==> config.mk <==
export PLATFORM = sky130hd
export DESIGN_NAME = writeback_stage
export DESIGN_NICKNAME = d
export VERILOG_FILES = /design/src/rtl/riscv_pkg.sv /design/src/rtl/load_align.sv /design/src/rtl/writeback_stage.sv
export SDC_FILE = /design/constraint.sdc
export NUM_CORES = 1
export LEC_CHECK = 0
export CAP_MARGIN = 30
export CORE_MARGIN = 2
export CORE_UTILIZATION = 60
export CTS_CLUSTER_SIZE = 24
export DETAILED_ROUTE_END_ITERATION = 16
export DONT_BUFFER_PORTS = 1
export GPL_ROUTABILITY_DRIVEN = 0
export GPL_TIMING_DRIVEN = 1
export PLACE_DENSITY = 0.83
export SYNTH_ARGS = -nofsm -noshare
export SYNTH_HDL_FRONTEND = slang
export SYNTH_SLANG_ARGS = --single-unit
==> constraint.sdc <==
create_clock -name clk -period 3 [get_ports clk]
set_input_delay 0.3 -clock clk [delete_from_list [all_inputs] [get_ports clk]]
set_output_delay 0.3 -clock clk [all_outputs]
set_load 0.01 [all_outputs]
==> src/rtl/riscv_pkg.sv <==
// Shared definitions for the RISC-V pipeline slice.
// Contents:
//   REG_W        - register index width (x0..x31)
//   F3_*         - load funct3 encodings (size and sign of the access)
//   wb_state_t   - occupancy states of the single-entry MEM/WB register
package riscv_pkg;

  localparam int REG_W = 5;

  localparam logic [2:0] F3_LB  = 3'b000;
  localparam logic [2:0] F3_LH  = 3'b001;
  localparam logic [2:0] F3_LW  = 3'b010;
  localparam logic [2:0] F3_LBU = 3'b100;
  localparam logic [2:0] F3_LHU = 3'b101;

  typedef enum logic {
    EMPTY = 1'b0,
    FULL  = 1'b1
  } wb_state_t;

endpackage

==> src/rtl/load_align.sv <==
// Load data extraction for the writeback stage (purely combinational).
// Ports:
//   rdata      in  width : raw aligned memory word
//   off        in  2     : byte offset of the load address
//   funct3     in  3     : load size/sign
//   extracted  out width : selected byte/half/word, sign- or zero-extended
//   misaligned out 1     : access does not fit its natural alignment
// Unknown funct3 encodings behave as LW.
module load_align
  import riscv_pkg::*;
#(
  parameter int width = 32
) (
  input  logic [width-1:0] rdata,
  input  logic [1:0]       off,
  input  logic [2:0]       funct3,
  output logic [width-1:0] extracted,
  output logic             misaligned
);

  logic [7:0]  byte_lane [4];
  logic [7:0]  sel_byte;
  logic [15:0] sel_half;

  // Split the low word into its four byte lanes.
  generate
    for (genvar gi = 0; gi < 4; gi++) begin : g_lane
      assign byte_lane[gi] = rdata[8*gi +: 8];
    end
  endgenerate

  assign sel_byte = byte_lane[off];
  assign sel_half = off[1] ? {byte_lane[3], byte_lane[2]}
                           : {byte_lane[1], byte_lane[0]};

  always_comb begin
    extracted  = rdata;
    misaligned = 1'b0;
    case (funct3)
      F3_LB: begin
        extracted = {{(width-8){sel_byte[7]}}, sel_byte};
      end
      F3_LBU: begin
        extracted = {{(width-8){1'b0}}, sel_byte};
      end
      F3_LH: begin
        extracted  = {{(width-16){sel_half[15]}}, sel_half};
        misaligned = off[0];
      end
      F3_LHU: begin
        extracted  = {{(width-16){1'b0}}, sel_half};
        misaligned = off[0];
      end
      default: begin
        // LW and any unknown encoding: whole word, must be word aligned.
        extracted  = rdata;
        misaligned = (off != 2'b00);
      end
    endcase
  end

endmodule

==> src/rtl/writeback_stage.sv <==
// Writeback stage of the five-stage RISC-V pipeline.
// Holds one instruction from the memory stage in a MEM/WB entry register,
// selects the ALU or the extracted load result and drives the register file
// write port in decode. Also provides a forwarding tap and a retire counter.
// Ports:
//   clk, rst                     : clock, synchronous active-high reset
//   in_valid / in_ready          : handshake from the memory stage
//   in_regWrite, in_memtoReg,
//   in_funct3, in_writeReg,
//   in_alu, in_rdata             : instruction fields to latch
//   flush                        : discard the held entry
//   wb_stall                     : register file port busy, hold the entry
//   wb_regWrite, wb_reg, wb_data : register file write port
//   fwd_valid, fwd_reg, fwd_data : forwarding tap (held entry)
//   misalign                     : pulse when a misaligned load retires
//   instret                      : retired-instruction count
module writeback_stage
  import riscv_pkg::*;
#(
  parameter int width = 32,
  parameter int CNT_W = 64
) (
  input  logic             clk,
  input  logic             rst,
  input  logic             in_valid,
  output logic             in_ready,
  input  logic             in_regWrite,
  input  logic             in_memtoReg,
  input  logic [2:0]       in_funct3,
  input  logic [REG_W-1:0] in_writeReg,
  input  logic [width-1:0] in_alu,
  input  logic [width-1:0] in_rdata,
  input  logic             flush,
  input  logic             wb_stall,
  output logic             wb_regWrite,
  output logic [REG_W-1:0] wb_reg,
  output logic [width-1:0] wb_data,
  output logic             fwd_valid,
  output logic [REG_W-1:0] fwd_reg,
  output logic [width-1:0] fwd_data,
  output logic             misalign,
  output logic [CNT_W-1:0] instret
);

  wb_state_t        state_reg;
  logic             regwrite_reg;
  logic             memtoreg_reg;
  logic [2:0]       funct3_reg;
  logic [REG_W-1:0] rd_reg;
  logic [width-1:0] alu_reg;
  logic [width-1:0] rdata_reg;
  logic [CNT_W-1:0] instret_reg;

  logic             full;
  logic             retire;
  logic             retire_go;
  logic             accept;
  logic [width-1:0] extracted;
  logic             misaligned;
  logic             load_misaligned;
  logic             writes_rd;
  logic [width-1:0] result;

  load_align #(
    .width(width)
  ) u_load_align (
    .rdata     (rdata_reg),
    .off       (alu_reg[1:0]),
    .funct3    (funct3_reg),
    .extracted (extracted),
    .misaligned(misaligned)
  );

  // Handshake: the entry frees up in the same cycle it retires, which
  // allows one instruction per cycle. A flush blocks acceptance while full.
  assign full      = (state_reg == FULL);
  assign retire    = full & ~flush;
  assign retire_go = retire & ~wb_stall;
  assign in_ready  = ~full | retire_go;
  assign accept    = in_valid & in_ready;

  // Alignment only matters for loads; ALU results may have any low bits.
  assign load_misaligned = memtoreg_reg & misaligned;
  assign writes_rd       = full & regwrite_reg & (rd_reg != '0) & ~load_misaligned;
  assign result          = memtoreg_reg ? extracted : alu_reg;

  // A reset cycle never writes: the held entry is being dropped.
  assign wb_regWrite = writes_rd & ~flush & ~wb_stall & ~rst;
  assign wb_reg      = rd_reg;
  assign wb_data     = result;

  // Forwarding ignores the stall so a held value stays visible to decode.
  assign fwd_valid = writes_rd;
  assign fwd_reg   = rd_reg;
  assign fwd_data  = result;

  assign misalign = retire_go & load_misaligned & ~rst;
  assign instret  = instret_reg;

  always_ff @(posedge clk) begin
    if (rst) begin
      state_reg    <= EMPTY;
      regwrite_reg <= 1'b0;
      memtoreg_reg <= 1'b0;
      funct3_reg   <= '0;
      rd_reg       <= '0;
      alu_reg      <= '0;
      rdata_reg    <= '0;
      instret_reg  <= '0;
    end else begin
      if (retire_go) begin
        instret_reg <= instret_reg + CNT_W'(1);
      end

      if (accept) begin
        regwrite_reg <= in_regWrite;
        memtoreg_reg <= in_memtoReg;
        funct3_reg   <= in_funct3;
        rd_reg       <= in_writeReg;
        alu_reg      <= in_alu;
        rdata_reg    <= in_rdata;
      end

      case (state_reg)
        EMPTY: begin
          if (accept) begin
            state_reg <= FULL;
          end
        end
        FULL: begin
          // Stay FULL on accept (with retire) or on stall; otherwise the
          // entry either retired or was flushed.
          if (!accept && (flush || !wb_stall)) begin
            state_reg <= EMPTY;
          end
        end
        default: state_reg <= EMPTY;
      endcase
    end
  end

endmodule

# Word-level counts from Yosys, hierarchy flattened
# Cells that the tools add are included.
[totals] regBits=139 in_bits=79 out_inout_bits=142 word_cells=51
[op_classes] n_addsub=1 order_cmp=1 n_eq_ne=3 n_mux=10 bitwise=19 n_reduce_logical=9
[ops] op="32-bit case mux with 4 select lines" count=1
[ops] op="64-bit by 1-bit adder with 64-bit output, second input constant" count=1
[ops] op="32-bit 2-to-1 mux" count=1
[ops] op="8-bit binary-select mux with 2-bit select" count=1
[ops] op="16-bit 2-to-1 mux" count=1
[ops] op="8-bit 2-to-1 mux" count=2
[ops] op="1-bit bitwise AND" count=12
[ops] op="3-bit equality test, second input constant" count=2
[ops] op="1-bit inverter" count=5
[ops] op="5-bit nonzero test" count=1
[ops] op="1-bit case mux with 2 select lines" count=2
[ops] op="2-bit OR reduction" count=2
[ops] op="3-bit by 1-bit equality test with 1-bit output, second input constant" count=1
[ops] op="3-bit >= comparator, second input constant" count=1
[ops] op="3-bit logical NOT" count=1
[ops] op="2-bit inverter with 3-bit output" count=1
[ops] op="1-bit logical NOT" count=2
[ops] op="1-bit 2-to-1 mux" count=2
[ops] op="2-bit nonzero test" count=1
[ops] op="1-bit logical AND" count=1
[ops] op="1-bit logical OR" count=1
[ops] op="1-bit bitwise OR" count=1

# Logic depth before layout (Yosys ltp)
[depth] word_depth=9 mapped_depth=7

# Cells and area by module
# Synthesis repeated with hierarchy kept, for this count alone.
[hier_totals] hier_cells=880 area_unflattened_um2=6922.9
[by_module_without_submodules] mod="writeback_stage" n_inst=1 cells_each=772 area_per_inst_um2=6311.1 seq_area_each_um2=2782.7
[by_module_without_submodules] mod="load_align" n_inst=1 cells_each=108 area_per_inst_um2=611.8 seq_area_each_um2=0.0

# Worst setup path after synthesis
# No wires, ideal clock.
[synth_path] path_type="register -> output" start="register alu_reg[0]" end="output wb_data[20]" t_arrival_ns=1.886 required_ns=2.700 setup_slack_ns=0.814 path_stages_with_launch=7 path_buffers=2 path_cell_list="dfxtp_1 > mux4_2 > mux2i_1 > o31a_1 > clkbuf_1 > a21oi_1 > buf_4"
[synth_between] elab_chain_cells=6
[synth_lines] element="start: declaration" line_no="writeback_stage.sv:50" text="logic [width-1:0] alu_reg;"
[synth_lines] element="start signal: assignment" line_no="writeback_stage.sv:120" text="alu_reg <= in_alu;"
[synth_lines] element="2-bit inverter with 3-bit output (implied by the code)" line_no="load_align.sv:32" text="assign sel_byte = byte_lane[off];"
[synth_lines] element="8-bit binary-select mux with 2-bit select" line_no="load_align.sv:32"
[synth_lines] element="8-bit 2-to-1 mux (implied by the code) (2 in series)" line_no="load_align.sv:32"
[synth_lines] element="32-bit case mux with 4 select lines" line_no="load_align.sv:39" text="case (funct3)"
[synth_lines] element="32-bit 2-to-1 mux" line_no="writeback_stage.sv:85" text="assign result = memtoreg_reg ? extracted : alu_reg;"
[synth_lines] element="end: declaration" line_no="writeback_stage.sv:37" text="output logic [width-1:0] wb_data,"
# No other way between the ends. The select of a mux whose other input is x is not followed.

# Worst setup path after layout
[layout_path] start="register alu_reg[1]" end="output wb_data[30]"
[layout_between] elab_chain_cells=6
[layout_lines] element="2-bit inverter with 3-bit output (implied by the code)" line_no="load_align.sv:32"
[layout_lines] element="8-bit binary-select mux with 2-bit select" line_no="load_align.sv:32"
[layout_lines] element="8-bit 2-to-1 mux (implied by the code) (2 in series)" line_no="load_align.sv:32"
[layout_lines] element="32-bit case mux with 4 select lines *" line_no="load_align.sv:39"
[layout_lines] element="32-bit 2-to-1 mux *" line_no="writeback_stage.sv:85"
# Every way passes the cells marked *; elsewhere a longest branch is shown, timed or not. The select of a mux whose other input is x is not followed.

==> impl_metrics.py <==
metrics = {
    "global_routing": {
        "grt_first_pass_wirelength_um": 29450,
        "first_global_vias": 5909,
        "track_usage_pct": 29.48,
        "grt_remaining_overflow": 0,
        "grt_start_max_net_pins": 138,
        "antenna_found_initial": 0,
    },
    "yosys": {
        "synth-simple-area-share_pct": 28.47,
        "synthArstFlopShare_pct": 0,
        "yosys.area.top_type": "dfxtp_1",
        "yosys_warnings": 0,
        "synth_cell_types": 54,
        "synth_top_area_share_pct": 40.90,
        "synthAdderAreaFrac_pct": 0.1839,
        "synth_compound_area_share_pct": 16.38,
        "synth_commonest_cells": "nand2_1, dfxtp_1, a21oi_1",
        "synth_top_family_by_area": "simple AND/OR/NAND/NOR gates",
        "yosys.area_share.xor_xnor_pct": 3.990,
        "syn_inst": 885,
        "synth-seq-cells": 139,
        "synth_edf_count": 0,
        "syn-num-nets": 965,
        "ys_top_cells_by_area": "dfxtp_1, nand2_1, a21oi_1, buf_4, nor2_1",
        "syn_area_um2": 6804,
        "synth_top_flop_cell": "dfxtp_1",
        "syn_avg_cell_area_um2": 7.688,
        "ys_seq_area_share_pct": 40.90,
        "synth.area.mux_share_pct": 2.409,
        "synth.most_common_cell": "nand2_1",
    },
    "power_and_ir_drop": {
        "ir_drop_v": 0.0004366,
        "power.total_w": 0.004545,
        "power_density_nw_per_um2": 623.8,
        "p_leak_nw": 2.520,
    },
    "route": {
        "drt_iter0_drc": 579,
        "post_drt_wl_per_cell_um": 18.62,
        "vias_per_cell": 6.316,
        "post-route-drc-count": 0,
        "ant_nets": 0,
        "dr.pass1.iters": 5,
        "finalWirelength_um": 18400,
        "num_vias": 6240,
    },
    "timing": {
        "fmax_ghz": 0.3442,
        "skew_ps": 6.322,
        "hold_viol": 0,
        "finalMaxSlewViolations": 0,
        "tightest_slew_ps": 861.8,
        "setup_viol": 0,
        "rsz0062_at_grt": "no",
        "period_share_pct": 96.84,
        "fin_crit_ps": 2905,
        "slew_headroom_pct": 42.35,
        "setup_tns_ps": 0,
    },
    "setup_path": {
        "max_stage_delay_ps": 690,
        "cp-end-kind": "primary output",
        "path_cells": "mux4_2, mux2i_1, o31a_1, a21oi_1",
        "arrival_ps": 2610,
        "critPathTopFamily": "compound AO/OA/AOI/OAI gates",
        "cp-start-kind": "flip-flop",
        "crit_required_ps": 2700,
        "crit_type": "flip-flop to primary output",
        "crit_path_top_delay_cell": "a21oi_1",
        "path_buf_inv": 0,
        "crit_fanout": 16,
    },
    "clock_tree": {
        "clock-sinks": 139,
        "clk_latency_ps": 430,
        "cts_setup_buffers": 0,
        "root_buffer": "clkbuf_16",
        "cts_tree": "built",
        "cts_htree_levels": 4,
        "clockBufferDepth": 2,
        "clk_pin_slew_worst_paths_ps": 60,
        "cts-buffers-inserted": 17,
    },
    "floorplan": {
        "start_util_pct": 62.22,
        "fp.dieH_um": 110.5,
        "rows": 38,
        "dieArea_um2": 12210,
        "core-area_um2": 10940,
        "dieWidth_um": 110.5,
        "ios": 221,
    },
    "layout": {
        "fin_nets": 915,
        "largest_reg_flops": 64,
        "area_growth_pct": 7.098,
        "design_area_um2": 7287,
        "fillers": 920,
        "diodes": 0,
        "drive_gt1_share_pct": 8.373,
    },
    "flow_run": {
        "drv_cap": 0,
    },
    "place": {
        "place_area_um2": 6594,
        "io_buffers": 0,
        "dpl.hpwl_um": 12770,
    },
    "outcome": {
        "status": "finished, final reports clean",
    },
    "min_path": {
        "hp-class": "primary input to flip-flop",
    },
}
==> metal layers <==
metal  part of all wire [%]  wire length [um]  global-route usage, %
met5                      0                 0                      0
met1                     38              7009                  33.73
met3                    8.5              1566                  9.934
met2                     50              9132                  49.49
met4                    3.8               690                  14.08
==> logic make-up after synthesis <==
family	after synthesis
buffers and inverters	98
muxes	14
adders and majority gates	1
and+or+nand+nor	401
xor gates and xnor gates	31
AOI/OAI and AO/OA	201
DFF	139
==> path summary, 6_finish.rpt <==
path,from,depth (start not counted),slack [ps],to
setup / recovery,alu_reg[1],4,90,wb_data[30]
hold / removal,in_rdata[2],2,8,rdata_reg[2]
hold reg to reg,alu_reg[24],2,450,alu_reg[24]
setup reg to reg,instret[1],7,470,instret[62]
==> cell type report <==
cell class	count	area, um^2	share of cell area [%]
multi-input combinational	648	3503	48.08
sequential	139	2784	38.20
clock buffer	18	439.2	6.027
clock inverter	14	176.4	2.421
tap	140	175.2	2.404
timing repair buffer	18	167.7	2.301
inverter	11	41.29	0.5666
==> timing repair <==
item                      in CTS  in global routing
hold buffers                   6                  0
hold endpoints to repair     137                  0
gates resized for setup        0                  0
==> placed cells by master, fill, tap and decap left out, types with 2 or more instances in the layout <==
cell type / Yosys / final
and4_1: 3 / 3
a22oi_1: 2 / 2
o21ai_0: 27 / 27
a221oi_1: 10 / 10
bufinv_16: 0 / 4
a21oi_1: 136 / 136
nor2b_1: 7 / 7
inv_1: 10 / 10
a2bb2oi_1: 3 / 3
o22ai_1: 3 / 3
nand3_2: 2 / 2
xor2_1: 20 / 20
nor2_1: 69 / 69
buf_4: 37 / 12
mux2i_1: 4 / 4
clkinv_2: 0 / 8
and3_1: 2 / 2
nand2_1: 205 / 204
xnor2_1: 11 / 11
o31ai_1: 6 / 6
a22o_1: 5 / 5
mux2_2: 8 / 8
nor4_1: 3 / 3
nand3_1: 14 / 14
clkbuf_16: 0 / 17
o21ai_1: 4 / 4
dfxtp_1: 139 / 138
a211oi_1: 2 / 2
dlygate4sd3_1: 0 / 5
nor4_2: 3 / 3
nor3_1: 13 / 13
nor4_4: 3 / 3
or3_1: 25 / 25
nand4_1: 31 / 31
nand2b_1: 2 / 2
or4_1: 7 / 7
==> stage by stage <==
| step | std cells | hold slack [ps] | setup slack, ps | utilization (%) |
|---|---|---|---|---|
| final | 988 | 7.886 | 94.80 | 66.64 |
| after global routing | 988 | 4.117 | 23.38 | 66.64 |
| after CTS | 988 | 0.8899 | 142.0 | 66.64 |
| after detailed placement | 950 | 381.6 | 482.4 | 60.30 |
| after global placement | 950 | 380.5 | 545.4 | 60.30 |
| after floorplan | 885 | 401.1 | 813.7 | - |
==> power breakdown <==
group | internal (W) | leakage [nW] | switching, W | total, W
sequential | 0.00191 | 1.13 | 0.0000641 | 0.00197
clock | 0.00140 | 0.309 | 0.000789 | 0.00219
combinational | 0.000118 | 1.08 | 0.000267 | 0.000385
Note: power is estimated with default switching activity, not from simulation.
